**config.mk**
```make
export PLATFORM = sky130hd
export DESIGN_NAME = vga_sync_gen
export DESIGN_NICKNAME = d
export VERILOG_FILES = /design/src/rtl/vga_timing_pkg.sv /design/src/rtl/pixel_tick_gen.sv /design/src/rtl/vga_sync_gen.sv
export SDC_FILE = /design/constraint.sdc
export NUM_CORES = 1
export LEC_CHECK = 0
export CAP_MARGIN = 0
export CORE_UTILIZATION = 54
export DETAILED_ROUTE_END_ITERATION = 10
export HOLD_SLACK_MARGIN = 0.1
export PLACE_DENSITY = 0.9
export SYNTH_ARGS = -nofsm -noshare
export SYNTH_HDL_FRONTEND = slang
export SYNTH_HIERARCHICAL = 1
export SYNTH_SLANG_ARGS = --single-unit
```
**constraint.sdc**
```tcl
create_clock -name clk -period 4.1 [get_ports clk]
set_input_delay 0.615 -clock clk [delete_from_list [all_inputs] [get_ports clk]]
set_output_delay 0.615 -clock clk [all_outputs]
set_load 0.005 [all_outputs]
```
**src/rtl/vga_timing_pkg.sv**
```systemverilog
// Default 640x480 @ 60 Hz raster constants shared by the sync generator and pixel-rate logic.
// Latency: n/a (constants only).
// Backpressure: n/a (no flow control).
package vga_timing_pkg;

  // Horizontal timing, in pixels
  localparam int DEF_H_DISPLAY = 640;
  localparam int DEF_H_FRONT   = 16;
  localparam int DEF_H_SYNC    = 96;
  localparam int DEF_H_BACK    = 48;

  // Vertical timing, in lines
  localparam int DEF_V_DISPLAY = 480;
  localparam int DEF_V_FRONT   = 10;
  localparam int DEF_V_SYNC    = 2;
  localparam int DEF_V_BACK    = 33;

  localparam int DEF_H_TOTAL = DEF_H_DISPLAY + DEF_H_FRONT + DEF_H_SYNC + DEF_H_BACK;
  localparam int DEF_V_TOTAL = DEF_V_DISPLAY + DEF_V_FRONT + DEF_V_SYNC + DEF_V_BACK;

  // Width of pixel_x / pixel_y
  localparam int COORD_W = 10;

endpackage

```
**src/rtl/pixel_tick_gen.sv**
```systemverilog
// Divide-by-2 pixel enable: pix_tick toggles every clk, giving a 25 MHz-rate enable from 50 MHz.
// Latency: first high on the 1st rising edge after rst_n release.
// Backpressure: none; free-running.
module pixel_tick_gen (
  input  logic clk,
  input  logic rst_n,
  output logic pix_tick
);

  // Toggle flop; starts low so the first advance happens on the 2nd edge after reset
  always_ff @(posedge clk or negedge rst_n) begin
    if (!rst_n) pix_tick <= 1'b0;
    else        pix_tick <= ~pix_tick;
  end

endmodule

```
**src/rtl/vga_sync_gen.sv**
```systemverilog
// VGA raster timing: pixel/line counters with registered sync, blanking and line/frame strobes.
// Latency: sync/video_on change on the same edge as the counters (zero skew).
// Backpressure: none; free-running, advances on every pixel enable.
module vga_sync_gen
  import vga_timing_pkg::*;
#(
  parameter int H_DISPLAY = DEF_H_DISPLAY,
  parameter int H_FRONT   = DEF_H_FRONT,
  parameter int H_SYNC    = DEF_H_SYNC,
  parameter int H_BACK    = DEF_H_BACK,
  parameter int V_DISPLAY = DEF_V_DISPLAY,
  parameter int V_FRONT   = DEF_V_FRONT,
  parameter int V_SYNC    = DEF_V_SYNC,
  parameter int V_BACK    = DEF_V_BACK
) (
  input  logic               clk,
  input  logic               rst_n,
  output logic               hsync,
  output logic               vsync,
  output logic               video_on,
  output logic [COORD_W-1:0] pixel_x,
  output logic [COORD_W-1:0] pixel_y,
  output logic               pix_tick,
  output logic               line_tick,
  output logic               frame_tick
);

  localparam int H_TOTAL = H_DISPLAY + H_FRONT + H_SYNC + H_BACK;
  localparam int V_TOTAL = V_DISPLAY + V_FRONT + V_SYNC + V_BACK;

  // Boundaries pre-sized to the coordinate width so all compares are same-width unsigned
  localparam logic [COORD_W-1:0] H_LAST   = COORD_W'(H_TOTAL - 1);
  localparam logic [COORD_W-1:0] V_LAST   = COORD_W'(V_TOTAL - 1);
  localparam logic [COORD_W-1:0] H_VIS    = COORD_W'(H_DISPLAY);
  localparam logic [COORD_W-1:0] V_VIS    = COORD_W'(V_DISPLAY);
  localparam logic [COORD_W-1:0] HS_START = COORD_W'(H_DISPLAY + H_FRONT);
  localparam logic [COORD_W-1:0] HS_END   = COORD_W'(H_DISPLAY + H_FRONT + H_SYNC);
  localparam logic [COORD_W-1:0] VS_START = COORD_W'(V_DISPLAY + V_FRONT);
  localparam logic [COORD_W-1:0] VS_END   = COORD_W'(V_DISPLAY + V_FRONT + V_SYNC);

  logic [COORD_W-1:0] x_nxt;
  logic [COORD_W-1:0] y_nxt;
  logic               hsync_nxt;
  logic               vsync_nxt;
  logic               video_on_nxt;
  logic               line_nxt;
  logic               frame_nxt;

  pixel_tick_gen u_pixel_tick_gen (
    .clk      (clk),
    .rst_n    (rst_n),
    .pix_tick (pix_tick)
  );

  // Next raster position and the decodes of that position, so outputs line up with the counters
  always_comb begin
    x_nxt     = pixel_x;
    y_nxt     = pixel_y;
    line_nxt  = 1'b0;
    frame_nxt = 1'b0;
    if (pix_tick) begin
      if (pixel_x == H_LAST) begin
        x_nxt    = '0;
        line_nxt = 1'b1;
        if (pixel_y == V_LAST) begin
          y_nxt     = '0;
          frame_nxt = 1'b1;
        end else begin
          y_nxt = pixel_y + COORD_W'(1);
        end
      end else begin
        x_nxt = pixel_x + COORD_W'(1);
      end
    end
    hsync_nxt    = ~((x_nxt >= HS_START) && (x_nxt < HS_END));
    vsync_nxt    = ~((y_nxt >= VS_START) && (y_nxt < VS_END));
    video_on_nxt = (x_nxt < H_VIS) && (y_nxt < V_VIS);
  end

  // Output registers; reset parks the raster on its last position so outputs stay self-consistent
  always_ff @(posedge clk or negedge rst_n) begin
    if (!rst_n) begin
      pixel_x    <= H_LAST;
      pixel_y    <= V_LAST;
      hsync      <= 1'b1;
      vsync      <= 1'b1;
      video_on   <= 1'b0;
      line_tick  <= 1'b0;
      frame_tick <= 1'b0;
    end else begin
      pixel_x    <= x_nxt;
      pixel_y    <= y_nxt;
      hsync      <= hsync_nxt;
      vsync      <= vsync_nxt;
      video_on   <= video_on_nxt;
      line_tick  <= line_nxt;
      frame_tick <= frame_nxt;
    end
  end

endmodule

```
==> impl_metrics.tcl <==
set metrics [dict create \
    initial_core_util_pct 58.6 \
    antenna_cells 0 \
    fin_tns_setup_ps 0 \
    dieArea_sq_um 2670 \
    timing.fmax_mhz 380 \
    hold_class "reg -> reg" \
    postCtsSetupBuffers 0 \
    route.detailed.drc 0 \
    netlist_area_sq_um 1330 \
    synth_edf_count 0 \
    cts_resized 0 \
    grt_max_degree 27 \
    cts.clk_slew.worst_paths_ps 130 \
    drt_iter0_drc 16 \
    core_sq_um 2280 \
    gr-total-overflow 0 \
    cts_buffers 3 \
    layoutNonFillerInstCount 188 \
    pwr-share-seq_pct 65.9 \
    synthCells 132 \
    synth_cell_types 41 \
    yosysTopAreaCell "dfrtp_1" \
    dp_hpwl_um 2090 \
    crit_type "reg -> reg" \
    cts-htree-levels 1 \
    routed_wl_um 2780 \
    dp.cells 184 \
    ir_drop_uv 173 \
    drv_cap 0 \
    synth_nets 137 \
    fin_crit_ps 2640 \
    gp_congestion 0.899 \
    ctsHoldBuffers 0 \
    startpoint_type "flip-flop" \
    port_buffers 27 \
    cts_tree "built" \
    critical_path.slowest_cell "dfstp_2" \
    p_sw_share_pct 20.0 \
    vias 1103 \
    clkPwrFrac_pct 32.7 \
    drive_gt1_share_pct 13.8 \
    firstDrtPassIters 4 \
    grt_use_total_pct 25.2 \
    slowest_delay_ps 600 \
    crit_path_max_fanout 9 \
    seq_area_frac_synth_pct 49.9 \
    num_rows 17 \
    required_ps 4310 \
    clock_latency_ps 320 \
    die_w_um 51.7 \
    power_mw 0.390 \
    yosysWarnings 6 \
    leakagePower_nw 0.651 \
    vias_per_cell 5.87 \
    cp_cell_sequence "ha_1 > nand2_2 > or4_4 > or4_4 > a2111oi_2 > a211oi_1" \
    root_buffer "clkbuf_4" \
    antenna_found_initial 0 \
    io-pin-count 28 \
    setup_violations 0 \
    p_int_mw 0.312 \
    grt_pass1_wl_um 4830 \
    wl_per_cell_um 14.8 \
    cp-end-kind "flip-flop" \
    rsz0062_at_grt "no" \
    timing.slew.headroom_pct 26.3 \
    finish.utilization_pct 72.8 \
    finalCritPeriodShare_pct 64.3 \
    status "finished, final reports clean" \
    hold_viol_final 0 \
    switching_power_mw 0.0780 \
    die_h_um 51.7 \
    clockBufferDepth 2 \
    syn_to_final_growth_pct 24.2 \
    dominantRegCellSynth "dfrtp_1" \
    critical-path-top-delay-family "simple AND/OR/NAND/NOR gates" \
    slew_violations 0 \
    synth_area_leaders "dfrtp_1 (26%), dfstp_2 (24%), xnor2_1 (5.9%), nand3_1 (3.0%), ha_1 (2.8%)" \
    final_nets 166 \
    cts.sinks 26 \
    synth_top_area_share_pct 26.3 \
    critPathMostFrequentCell "or4_4" \
    cp.arrival_ps 2840 \
    ant_nets 0 \
    worst_slew_pin_slew_ps 1100 \
    ys_async_sr_fraction_pct 100 \
    worst_clock_skew_ps 3.76 \
    grt_pass1_vias 1086 \
    comb_power_share_pct 1.4 \
    ys_seq_elements 26 \
    power_density_nw_per_um2 236 \
    synth.avg_cell_area_sq_um 10.1 \
    worstPathBufferInverterCount 0 \
]
kinds of logic after synthesis:
group / after synthesis / share of synthesized area [%]
xor+xnor: 11 / 7.22
fa+ha+maj: 3 / 2.81
flops: 26 / 49.9
compound gates: 19 / 9.48
simple gates: 57 / 24.1
mux: 3 / 2.25
buf+inv: 13 / 4.22
cells in the mapped netlist (2+ instances only):
cell type   n
ha_1        3
nor3b_1     2
dfrtp_1    14
clkbuf_1    2
nor3_1      5
a211oi_1    2
mux2i_1     3
and2_1      2
dfstp_2    12
nand3_1     8
a21oi_1     4
nor2_1      9
o21ai_0     4
nand4_1     4
xor2_1      2
a31oi_1     3
nor4_1      3
xnor2_1     9
or4_4       2
nand2_1    10
inv_1       9
flip-flops by register name, summed over array words and instances, names as in the netlist:
| register | flops |
|---|---|
| frame_tick | 1 |
| u_pixel_tick_gen/pix_tick | 1 |
| line_tick | 1 |
| pixel_x | 10 |
| hsync | 1 |
| pixel_y | 10 |
| vsync | 1 |
| video_on | 1 |
cells in the final DEF, fill, tap and decap left out, types with 3 or more instances in the layout:
master / n
a21oi_1: 4
a31oi_1: 3
clkbuf_4: 3
clkdlybuf4s50_1: 27
dfrtp_1: 14
dfstp_2: 12
ha_1: 3
inv_1: 9
mux2i_1: 3
nand2_1: 10
nand3_1: 8
nand4_1: 4
nor2_1: 9
nor3_1: 5
nor4_1: 3
o21ai_0: 4
xnor2_1: 9
per-layer routing:
layer | wire, um | GRT usage [%] | vias up
li1 | - | - | 524
met1 | 1140 | 31.2 | 523
met2 | 1420 | 43.1 | 48
met3 | 172 | 4.39 | 8
met4 | 49 | 10.4 | 0
met5 | 0 | 0 | -
metrics by stage:
stage / setup WS (ps) / hold slack [ps] / area (sq um)
6_report: 1460 / 532 / 1660
5_1_grt: 1320 / 550 / 1660
3_5_place_dp: 1480 / 515 / 1620
4_1_cts: 1450 / 537 / 1660
2_1_floorplan: 1500 / 319 / 1330
3_3_place_gp: 1520 / 508 / 1620
power by group through the flow:
stage               combinational (mW)  clock, mW  sequential, mW
floorplan                  0.000000229          0           0.261
global placement               0.00561          0           0.261
detailed placement             0.00592          0           0.261
CTS                            0.00584      0.133           0.257
global route                   0.00674      0.144           0.257
finish                         0.00541      0.128           0.257
layout make-up:
type	count	area (sq um)
Clock buffer	4	36.3
Fill cell	163	619
Inverter	10	37.5
Multi-Input combinational cell	93	612
Sequential cell	26	666
Tap cell	28	35.0
Timing Repair Buffer	27	270
worst paths after layout:
kind	start	to	slack [ps]	cells after the start
worst max-delay path	pixel_x[0]	video_on	1460	6
worst min-delay path	pixel_x[2]	pixel_x[2]	530	1
worst max register to register	pixel_x[0]	video_on	1460	6
worst min register to register	pixel_x[2]	pixel_x[2]	530	1
max in group asynchronous	rst_n	frame_tick	2580	1
min in group asynchronous	rst_n	line_tick	870	1
Note: power is estimated with default switching activity, not from simulation.
